<file path="config.mk">
export PLATFORM = sky130hd
export DESIGN_NAME = io_handshake
export DESIGN_NICKNAME = d
export VERILOG_FILES = /design/src/rtl/io_pkg.sv /design/src/rtl/btn_debounce.sv /design/src/rtl/io_handshake.sv
export SDC_FILE = /design/constraint.sdc
export NUM_CORES = 1
export LEC_CHECK = 0
export ABC_AREA = 1
export CAP_MARGIN = 10
export CORE_MARGIN = 3
export CORE_UTILIZATION = 38
export CTS_BUF_LIST = sky130_fd_sc_hd__clkbuf_4 sky130_fd_sc_hd__clkbuf_8 sky130_fd_sc_hd__clkbuf_16
export DETAILED_ROUTE_END_ITERATION = 10
export PLACE_DENSITY_LB_ADDON = 0.3
export SLEW_MARGIN = 15
export SYNTH_ARGS = -nofsm -noshare
export SYNTH_HDL_FRONTEND = slang
export SYNTH_SLANG_ARGS = --single-unit
export TNS_END_PERCENT = 1
</file>
<file path="constraint.sdc">
create_clock -name clk -period 3.7 [get_ports clk]
set_input_delay 0.74 -clock clk [delete_from_list [all_inputs] [get_ports clk]]
set_output_delay 0.74 -clock clk [all_outputs]
set_load 0.02 [all_outputs]
</file>
<file path="src/rtl/io_pkg.sv">
`default_nettype none
// ============================================================================
// Module   : io_pkg
// Brief    : Shared types and defaults for the I/O handshake unit.
// Revision : 1.0 - initial release
// ============================================================================
package io_pkg;

    localparam int DATA_W_DEFAULT = 32;
    localparam int SW_W_DEFAULT   = 18;

    typedef enum logic [1:0] {
        ST_IDLE     = 2'd0,
        ST_WAIT_IN  = 2'd1,
        ST_WAIT_OUT = 2'd2,
        ST_RELEASE  = 2'd3
    } io_state_t;

endpackage
`default_nettype wire

</file>
<file path="src/rtl/btn_debounce.sv">
`default_nettype none
// ============================================================================
// Module   : btn_debounce
// Brief    : Button synchronizer, debouncer and rising-edge press pulse.
// Revision : 1.0 - initial release
// ============================================================================
module btn_debounce #(
    parameter int DEBOUNCE_CYCLES = 500000
) (
    input  logic clk,
    input  logic rst,
    input  logic btn,
    output logic press
);

    localparam int              CNT_W  = $clog2(DEBOUNCE_CYCLES) + 1;
    localparam logic [CNT_W-1:0] c_last = CNT_W'(DEBOUNCE_CYCLES - 1);

    logic             r_sync1;
    logic             r_sync2;
    logic             r_stable;
    logic             r_stable_d;
    logic             r_press;
    logic [CNT_W-1:0] r_cnt;

    always_ff @(posedge clk or posedge rst) begin
        if (rst) begin
            r_sync1    <= 1'b0;
            r_sync2    <= 1'b0;
            r_stable   <= 1'b0;
            r_stable_d <= 1'b0;
            r_press    <= 1'b0;
            r_cnt      <= '0;
        end else begin
            r_sync1    <= btn;
            r_sync2    <= r_sync1;
            r_stable_d <= r_stable;
            r_press    <= r_stable & ~r_stable_d;
            // Any return to the accepted level restarts the stability window.
            if (r_sync2 == r_stable) begin
                r_cnt <= '0;
            end else if (r_cnt == c_last) begin
                r_stable <= ~r_stable;
                r_cnt    <= '0;
            end else begin
                r_cnt <= r_cnt + CNT_W'(1);
            end
        end
    end

    assign press = r_press;

endmodule
`default_nettype wire

</file>
<file path="src/rtl/io_handshake.sv">
`default_nettype none
// ============================================================================
// Module   : io_handshake
// Brief    : Stalls in/out instructions until a debounced confirm press.
// Revision : 1.0 - initial release
// ============================================================================
module io_handshake
    import io_pkg::*;
#(
    parameter int DATA_W          = DATA_W_DEFAULT,
    parameter int SW_W            = SW_W_DEFAULT,
    parameter int DEBOUNCE_CYCLES = 500000
) (
    input  logic              clk,
    input  logic              rst,
    input  logic              in_req,
    input  logic              out_req,
    input  logic [SW_W-1:0]   sw,
    input  logic              btn,
    input  logic [DATA_W-1:0] out_data,
    output logic              flag,
    output logic [DATA_W-1:0] in_data,
    output logic [DATA_W-1:0] disp_data,
    output logic              disp_valid
);

    io_state_t         r_state;
    logic [DATA_W-1:0] r_in_data;
    logic [DATA_W-1:0] r_disp_data;
    logic              r_disp_valid;
    logic              w_press;

    btn_debounce #(
        .DEBOUNCE_CYCLES (DEBOUNCE_CYCLES)
    ) u_btn_debounce (
        .clk   (clk),
        .rst   (rst),
        .btn   (btn),
        .press (w_press)
    );

    always_ff @(posedge clk or posedge rst) begin
        if (rst) begin
            r_state      <= ST_IDLE;
            r_in_data    <= '0;
            r_disp_data  <= '0;
            r_disp_valid <= 1'b0;
        end else begin
            case (r_state)
                ST_IDLE: begin
                    if (in_req) begin
                        r_state <= ST_WAIT_IN;
                    end else if (out_req) begin
                        r_state      <= ST_WAIT_OUT;
                        r_disp_data  <= out_data;
                        r_disp_valid <= 1'b1;
                    end
                end
                ST_WAIT_IN: begin
                    if (!in_req) begin
                        r_state <= ST_IDLE;
                    end else if (w_press) begin
                        r_state   <= ST_RELEASE;
                        r_in_data <= DATA_W'(sw);
                    end
                end
                ST_WAIT_OUT: begin
                    if (!out_req) begin
                        r_state <= ST_IDLE;
                    end else if (w_press) begin
                        r_state <= ST_RELEASE;
                    end
                end
                default: begin
                    r_state <= ST_IDLE;
                end
            endcase
        end
    end

    // Stall must appear in the same cycle as the request so the PC holds.
    always_comb begin
        flag = 1'b0;
        case (r_state)
            ST_IDLE:     flag = in_req | out_req;
            ST_WAIT_IN:  flag = 1'b1;
            ST_WAIT_OUT: flag = 1'b1;
            default:     flag = 1'b0;
        endcase
    end

    assign in_data    = r_in_data;
    assign disp_data  = r_disp_data;
    assign disp_valid = r_disp_valid;

endmodule
`default_nettype wire

</file>
# [After elaboration in Yosys (flattened, before gate mapping)]
# Index checks and enable logic that the tools add are counted.
[totals] ff_bits=78 input_bits=55 wordCells=36 out_inout_bits=66
[classes] n_reduce_logical=5 n_eq_ne=5 add_sub_neg=1 n_bitwise=6 n_mux=9
[ops] op="2-to-1 mux 20 bit" count=2
[ops] op="adder 20 x 1 -> 20 bit (second input constant)" count=1
[ops] op="equality test 20 x 19 -> 1 bit (second input constant)" count=1
[ops] op="2-to-1 mux 2 bit" count=5
[ops] op="one-hot mux 2 bit (3 select lines)" count=1
[ops] op="AND reduction 3 bit" count=2
[ops] op="NOT 1 bit" count=4
[ops] op="!= test 3 bit (second input constant)" count=1
[ops] op="equality test 2 x 1 -> 1 bit (second input constant)" count=1
[ops] op="equality test 2 bit (second input constant)" count=1
[ops] op="logical NOT 2 bit" count=1
[ops] op="one-hot mux 1 bit (2 select lines)" count=1
[ops] op="AND reduction 2 bit" count=1
[ops] op="OR reduction 2 bit" count=1
[ops] op="AND 1 bit" count=1
[ops] op="equality test 1 bit" count=1
[ops] op="bitwise OR 1 bit" count=1

# [Depth between registers and ports, before layout]
# Gate-level depths: netlist (run 1).
[logic_depth] depth_word=3 mapped_depth=8

# [Hierarchy]
# A second synthesis (run 1) with hierarchy kept.
[unflattened] hier_cells=445 hier_area_um2=3948.8
[modules_own_cells] module="io_handshake" instances=1 area_each_um2=2553.7 cells_each=266
[modules_own_cells] module="btn_debounce" instances=1 area_each_um2=1395.1 cells_each=179

# [Worst setup path after synthesis (run 1)]
# No wires, ideal clock.
[synth_timing] path_type="input-to-output" from="input out_req" to="output flag" slack_ns=1.915 stages=4 t_arrival_ns=1.045 n_path_buf=0 t_required_ns=2.960 cell_sequence="a21oi_1 > nand2_1 > nand2_1 > inv_1"
[synth_via] elab_chain_cells=2
[synth_rtl] item="from (decl)" line="io_handshake.sv:17" text="input logic out_req,"
[synth_rtl] item="bitwise OR 1 bit" line="io_handshake.sv:85" text="ST_IDLE: flag = in_req | out_req;"
[synth_rtl] item="one-hot mux 1 bit (2 select lines)" line="io_handshake.sv:84" text="case (r_state)"
[synth_rtl] item="to (decl)" line="io_handshake.sv:21" text="output logic flag,"
# No other way between the ends.

# [Worst setup path in the final report (run 1)]
# Same ends and word-level chain as after synthesis.

==> results of run 1 <==
## path summary, 6_finish.rpt
path	startpoint	end	slack [ns]	cells past startpoint
worst max-delay path	out_req	flag	0.78	6
worst min-delay path	u_btn_debounce.r_sync1	u_btn_debounce.r_sync2	0.35	0
worst max register to register	r_state[0]	disp_data[1]	1.92	4
worst min register to register	u_btn_debounce.r_sync1	u_btn_debounce.r_sync2	0.35	0
max in group asynchronous	rst	in_data[3]	1.94	3
min in group asynchronous	rst	disp_data[31]	0.94	2
## power breakdown
part           switching (mW)  total (mW)  internal, mW
sequential              0.106        1.15          1.04
combinational           0.491        1.05         0.555
clock                   0.308       0.626         0.318
total                   0.905        2.82          1.92
## stage by stage
stage,hold WS [ns],std cells,utilization
after global routing,0.366,561,0.545
after detailed placement,0.335,545,0.523
after floorplan,0.331,348,-
after CTS,0.354,561,0.545
after global placement,0.337,545,0.523
final,0.352,561,0.545
## routing by layer
metal | vias to the layer above | wire length [um]
met1 | 1220 | 3590
met3 | 6 | 623
met4 | 0 | 53
met5 | - | 0
met2 | 110 | 3570
li1 | 1274 | -
## logic make-up (layout without fill, tap and decap cells)
kind of cell               count (synthesis)  count (layout)  share of synthesized area
AOI/OAI and AO/OA                         13              13                     0.0193
muxes                                     50              50                      0.160
other                                      1              14                    0.00105
buffers and inverters                     48             153                     0.0740
adders and majority gates                  5               5                     0.0175
and+or+nand+nor                          133             133                      0.164
DFF                                       78              78                      0.547
xor gates and xnor gates                   7               7                     0.0172
## final cells by class
cell class	instances	area (um^2)	share of cell area
clock inverters	6	62.6	0.0129
flip-flops and latches	78	1950	0.401
inverters	29	109	0.0224
well taps	108	135	0.0278
clock buffers	10	131	0.0270
repair buffers	108	1080	0.221
multi-input cells	222	1400	0.288
## flip-flops by register name, indices dropped and copies added (netlist names)
register                   flops
disp_data                     32
u_btn_debounce.r_stable        1
u_btn_debounce.r_cnt          20
in_data                       18
u_btn_debounce.r_sync1         1
r_state                        2
u_btn_debounce.press           1
disp_valid                     1
u_btn_debounce.r_sync2         1
u_btn_debounce.r_stable_d      1
## cells in the mapped netlist, types with 2 or more instances
cell	count	area (um^2)
nand4_1	2	12.5
nand2_1	50	188
ha_1	5	62.6
dfrtp_1	78	1950
mux2_4	2	30.0
nor2_1	49	184
buf_6	4	45.0
nand2_2	2	12.5
buf_4	14	105
o21ai_0	6	30.0
nor2_2	4	25.0
mux2_2	48	541
nor3_1	3	15.0
nand3_1	19	95.1
o21ai_1	2	10.0
inv_1	28	105
xor2_1	6	52.6
nand3_4	2	35.0
a21oi_1	3	15.0
==> impl_metrics.tcl, run 1 <==
set metrics [dict create \
    final_cell_mix "clkdlybuf4s50_1, dfrtp_1, nand2_1, nor2_1, mux2_2" \
    first_iter_violations 124 \
    tns_ns 0 \
    timing.slew.headroom 0.375 \
    dp_slack_ns 0.786 \
    async_flop_share 1.00 \
    path_cells "clkdlybuf4s50_1 -> a21oi_1 -> nand2_1 -> nand2_1 -> inv_1 -> clkdlybuf4s50_1" \
    p_per_area_nw_per_um2 580 \
    rows 34 \
    cp-start-kind "input pin" \
    gp_congestion 0.959 \
    core_um2 8930 \
    clock-sinks 78 \
    min_path_type "flip-flop to flip-flop" \
    place_area_um2 4670 \
    die-area_um2 10600 \
    die_x_um 103 \
    cts-hold-fix-buffers 0 \
    cpLargestDelayFamily "buffers and inverters" \
    io_pins 121 \
    cts_tree "yes" \
    dp_hpwl_um 5940 \
    fmax_mhz 343 \
    numCtsBuffers 9 \
    synth_cells 335 \
    drive_gt1_frac 0.174 \
    crit_required_ns 2.96 \
    worstMarginPinSlew_ns 0.936 \
    synth_flop_cell "dfrtp_1" \
    die_h_um 103 \
    synth-seq-area-share 0.547 \
    syn2layout_area_growth_pct 36.4 \
    portBuffers 106 \
    clk_latency_ns 0.34 \
    cp_slowest_stage_delay_ns 0.59 \
    avgViaCountPerCell 4.65 \
    slowest_stage "clkdlybuf4s50_1" \
    drt_wl_total_um 7840 \
    drtAntennaViolNets 0 \
    synthDistinctLibCells 27 \
    cts-resized-gates 0 \
    grt_max_degree 45 \
    setup_viol 0 \
    synth_edf_count 0 \
    grt_most_used_layer "met2" \
    p_leak_nw 2.20 \
    antenna_found_initial 0 \
    arrival_ns 2.18 \
    crit_buf_inv 3 \
    skew_ns 0.00648 \
    slew_violations 0 \
    fillers 751 \
    drv_cap 0 \
    ys_ff_latch 78 \
    initial_core_util 0.399 \
    grtUsageMet1 0.197 \
    grt_setup_unrepaired "no" \
    grtUsageTotal 0.148 \
    final_common_cell "clkdlybuf4s50_1" \
    wire_per_inst_um 14.0 \
    setup_ws_ns 0.784 \
    period_share 0.788 \
    status "complete, no violations" \
    fin_area_um2 4870 \
    period_minus_slack_ns 2.92 \
    nets 508 \
    crit_fanout 4 \
    cts_root_buffer "clkbuf_8" \
    drtPass1Iterations 4 \
    grt_pass1_wl_um 12100 \
    htreeDepth 3 \
    crit_type "input pin to output port" \
    grt_pass1_vias 2467 \
    cp-end-kind "output port" \
    path_clk_slew_ns 0.08 \
    ctsLongestPathBuffers 2 \
    drc_errors 0 \
    grt_overflow_total 0 \
    yosys_warnings 0 \
    synth_area_per_cell_um2 10.7 \
    ir_drop_v 0.000248 \
    syn_area_um2 3570 \
    post_cts_buffers 0 \
    antenna_cells 0 \
    finalPower_mw 2.82 \
    dr_total_vias 2610 \
    met2_usage 0.230 \
    met3_usage 0.0480 \
    hold_viol 0 \
]
No activity file was read; power rests on OpenSTA's default activity.
==> run 2: changes to the inputs <==
==> constraint.sdc (replaced) <==
create_clock -name clk -period 2.5 [get_ports clk]
set_input_delay 0.5 -clock clk [delete_from_list [all_inputs] [get_ports clk]]
set_output_delay 0.5 -clock clk [all_outputs]
set_load 0.02 [all_outputs]
==> run 2 against run 1 <==
Net effect:
- global-route usage increased by 0.68 points
- hold slack better by 0.0012 ns
- count of clock-buffer cells in the layout shrank 1
- sequential share of layout area down 0.43 points
- clock skew is 0.0022 ns higher
- cell count is 0.36% higher
- critical endpoint unchanged
- highest routed layer unchanged
==> impl_metrics.tcl, run 2 (synthesis results as in run 1) <==
set metrics [dict create \
    status "complete, no violations" \
    cp-end-kind "output port" \
    clk_latency_ns 0.34 \
    path_clk_slew_ns 0.08 \
    drtPass1Iterations 4 \
    die-area_um2 10600 \
    cts_tree "yes" \
    clock-sinks 78 \
    p_clk_frac 0.218 \
    die_x_um 103 \
    grt_overflow_total 0 \
    setup_viol 0 \
    period_share 0.885 \
    drc_errors 0 \
    grt_pass1_vias 2670 \
    period_minus_slack_ns 2.21 \
    grt_pass1_wl_um 12800 \
    skew_ns 0.00867 \
    die_h_um 103 \
    crit_type "flip-flop to output port" \
    drive_gt1_frac 0.178 \
    crit_required_ns 2.00 \
    arrival_ns 1.71 \
    drtAntennaViolNets 0 \
    syn2layout_area_growth_pct 37.9 \
    timing.slew.headroom 0.647 \
    hold_viol 0 \
    ir_drop_v 0.000417 \
    cp-start-kind "flip-flop" \
    dr_total_vias 2642 \
    antenna_cells 0 \
    final_cell_mix "clkdlybuf4s50_1, dfrtp_1, nand2_1, nor2_1, mux2_2" \
    p_per_area_nw_per_um2 845 \
    slew_violations 0 \
    fillers 784 \
    fmax_mhz 452 \
    antenna_found_initial 0 \
    nets 511 \
    final_common_cell "clkdlybuf4s50_1" \
    htreeDepth 3 \
    drv_cap 0 \
    first_iter_violations 110 \
    avgViaCountPerCell 4.69 \
    seqPwrFrac 0.407 \
    gp_congestion 0.950 \
    cts-hold-fix-buffers 0 \
    grt_setup_unrepaired "no" \
    final_core_util 0.551 \
    io_pins 121 \
    largest_reg_flops 32 \
    dp_hpwl_um 6120 \
    initial_core_util 0.399 \
    crit_fanout 5 \
    place_inst 548 \
    switching_share 0.321 \
    internal-power_mw 2.83 \
    ctsLongestPathBuffers 2 \
    core_um2 8930 \
    grtUsageTotal 0.155 \
    portBuffers 106 \
    instances_no_fill 563 \
    tns_ns 0 \
    p_comb_frac 0.374 \
    rows 34 \
    p_sw_mw 1.33 \
    wire_per_inst_um 14.0 \
    numCtsBuffers 9 \
    grt_max_degree 33 \
    min_path_type "flip-flop to flip-flop" \
    worstMarginPinSlew_ns 0.529 \
    p_leak_nw 2.22 \
    drt_wl_total_um 7860 \
    cts_root_buffer "clkbuf_8" \
]
-- run 2: cell types whose count changed in the layout (fill, tap and decap cells not counted) --
cell | before | now
buf_12 | 0 | 3
clkbuf_4 | 1 | 0
clkdlybuf4s50_1 | 106 | 105
clkinv_2 | 3 | 2
clkinv_4 | 2 | 1
clkinvlp_4 | 0 | 2
dlygate4sd2_1 | 0 | 1
-- run 2: path summary, 6_finish.rpt --
check | start | endpoint | slack [ns] | cells after the start
worst max-delay path | r_state[0] | flag | 0.29 | 7
worst min-delay path | u_btn_debounce.r_sync1 | u_btn_debounce.r_sync2 | 0.35 | 0
worst max register to register | r_state[0] | disp_data[13] | 0.82 | 5
worst min register to register | u_btn_debounce.r_sync1 | u_btn_debounce.r_sync2 | 0.35 | 0
max in group asynchronous | rst | u_btn_debounce.r_cnt[14] | 1.43 | 3
min in group asynchronous | rst | in_data[4] | 0.51 | 2
-- run 2: layout make-up --
cell class | instances | area [um^2] | share of cell area
Clock buffer | 9 | 124 | 0.0252
Clock inverter | 6 | 63.8 | 0.0130
Inverter | 29 | 109 | 0.0221
Multi-Input combinational cell | 222 | 1400 | 0.285
Sequential cell | 78 | 1950 | 0.397
Tap cell | 108 | 135 | 0.0275
Timing Repair Buffer | 111 | 1130 | 0.231
-- run 2: repair_timing --
item	CTS	global route
setup buffers	0	0
resized for setup	1	0
setup endpoints to repair	1	0
-- run 2: critical path, stage by stage (launching register included) --
cell and delay (ns):
dfrtp_1 0.42, inv_1 0.08, ha_1 0.29, a21oi_1 0.12, nand2_1 0.06, nand2_1 0.05
inv_1 0.03, dlygate4sd2_1 0.31
-- run 2: power by group through the flow --
stage / registers, mW / clock network (mW) / logic (mW)
floorplan: 2.04 / 0 / 0.508
global placement: 1.71 / 0 / 1.57
detailed placement: 1.72 / 0 / 1.59
CTS: 1.70 / 0.939 / 1.58
global route: 1.73 / 0.991 / 1.66
finish: 1.69 / 0.908 / 1.56
-- run 2: layer usage --
layer | global-route usage | up-vias | share of wire
li1 | - | 1288 | -
met1 | 0.197 | 1239 | 0.44
met2 | 0.257 | 103 | 0.47
met3 | 0.0406 | 12 | 0.078
met4 | 0.0488 | 0 | 0.016
met5 | 0 | - | 0
-- run 2: through the flow --
stage	total power [mW]	cell area [um^2]	hold slack (ns)	worst slack [ns]
3_5_place_dp	3.31	4730	0.336	0.173
3_3_place_gp	3.28	4730	0.335	0.169
2_1_floorplan	2.55	3620	0.331	0.00497
4_1_cts	4.22	4920	0.355	0.257
5_1_grt	4.38	4920	0.378	0.159
6_report	4.16	4920	0.353	0.287
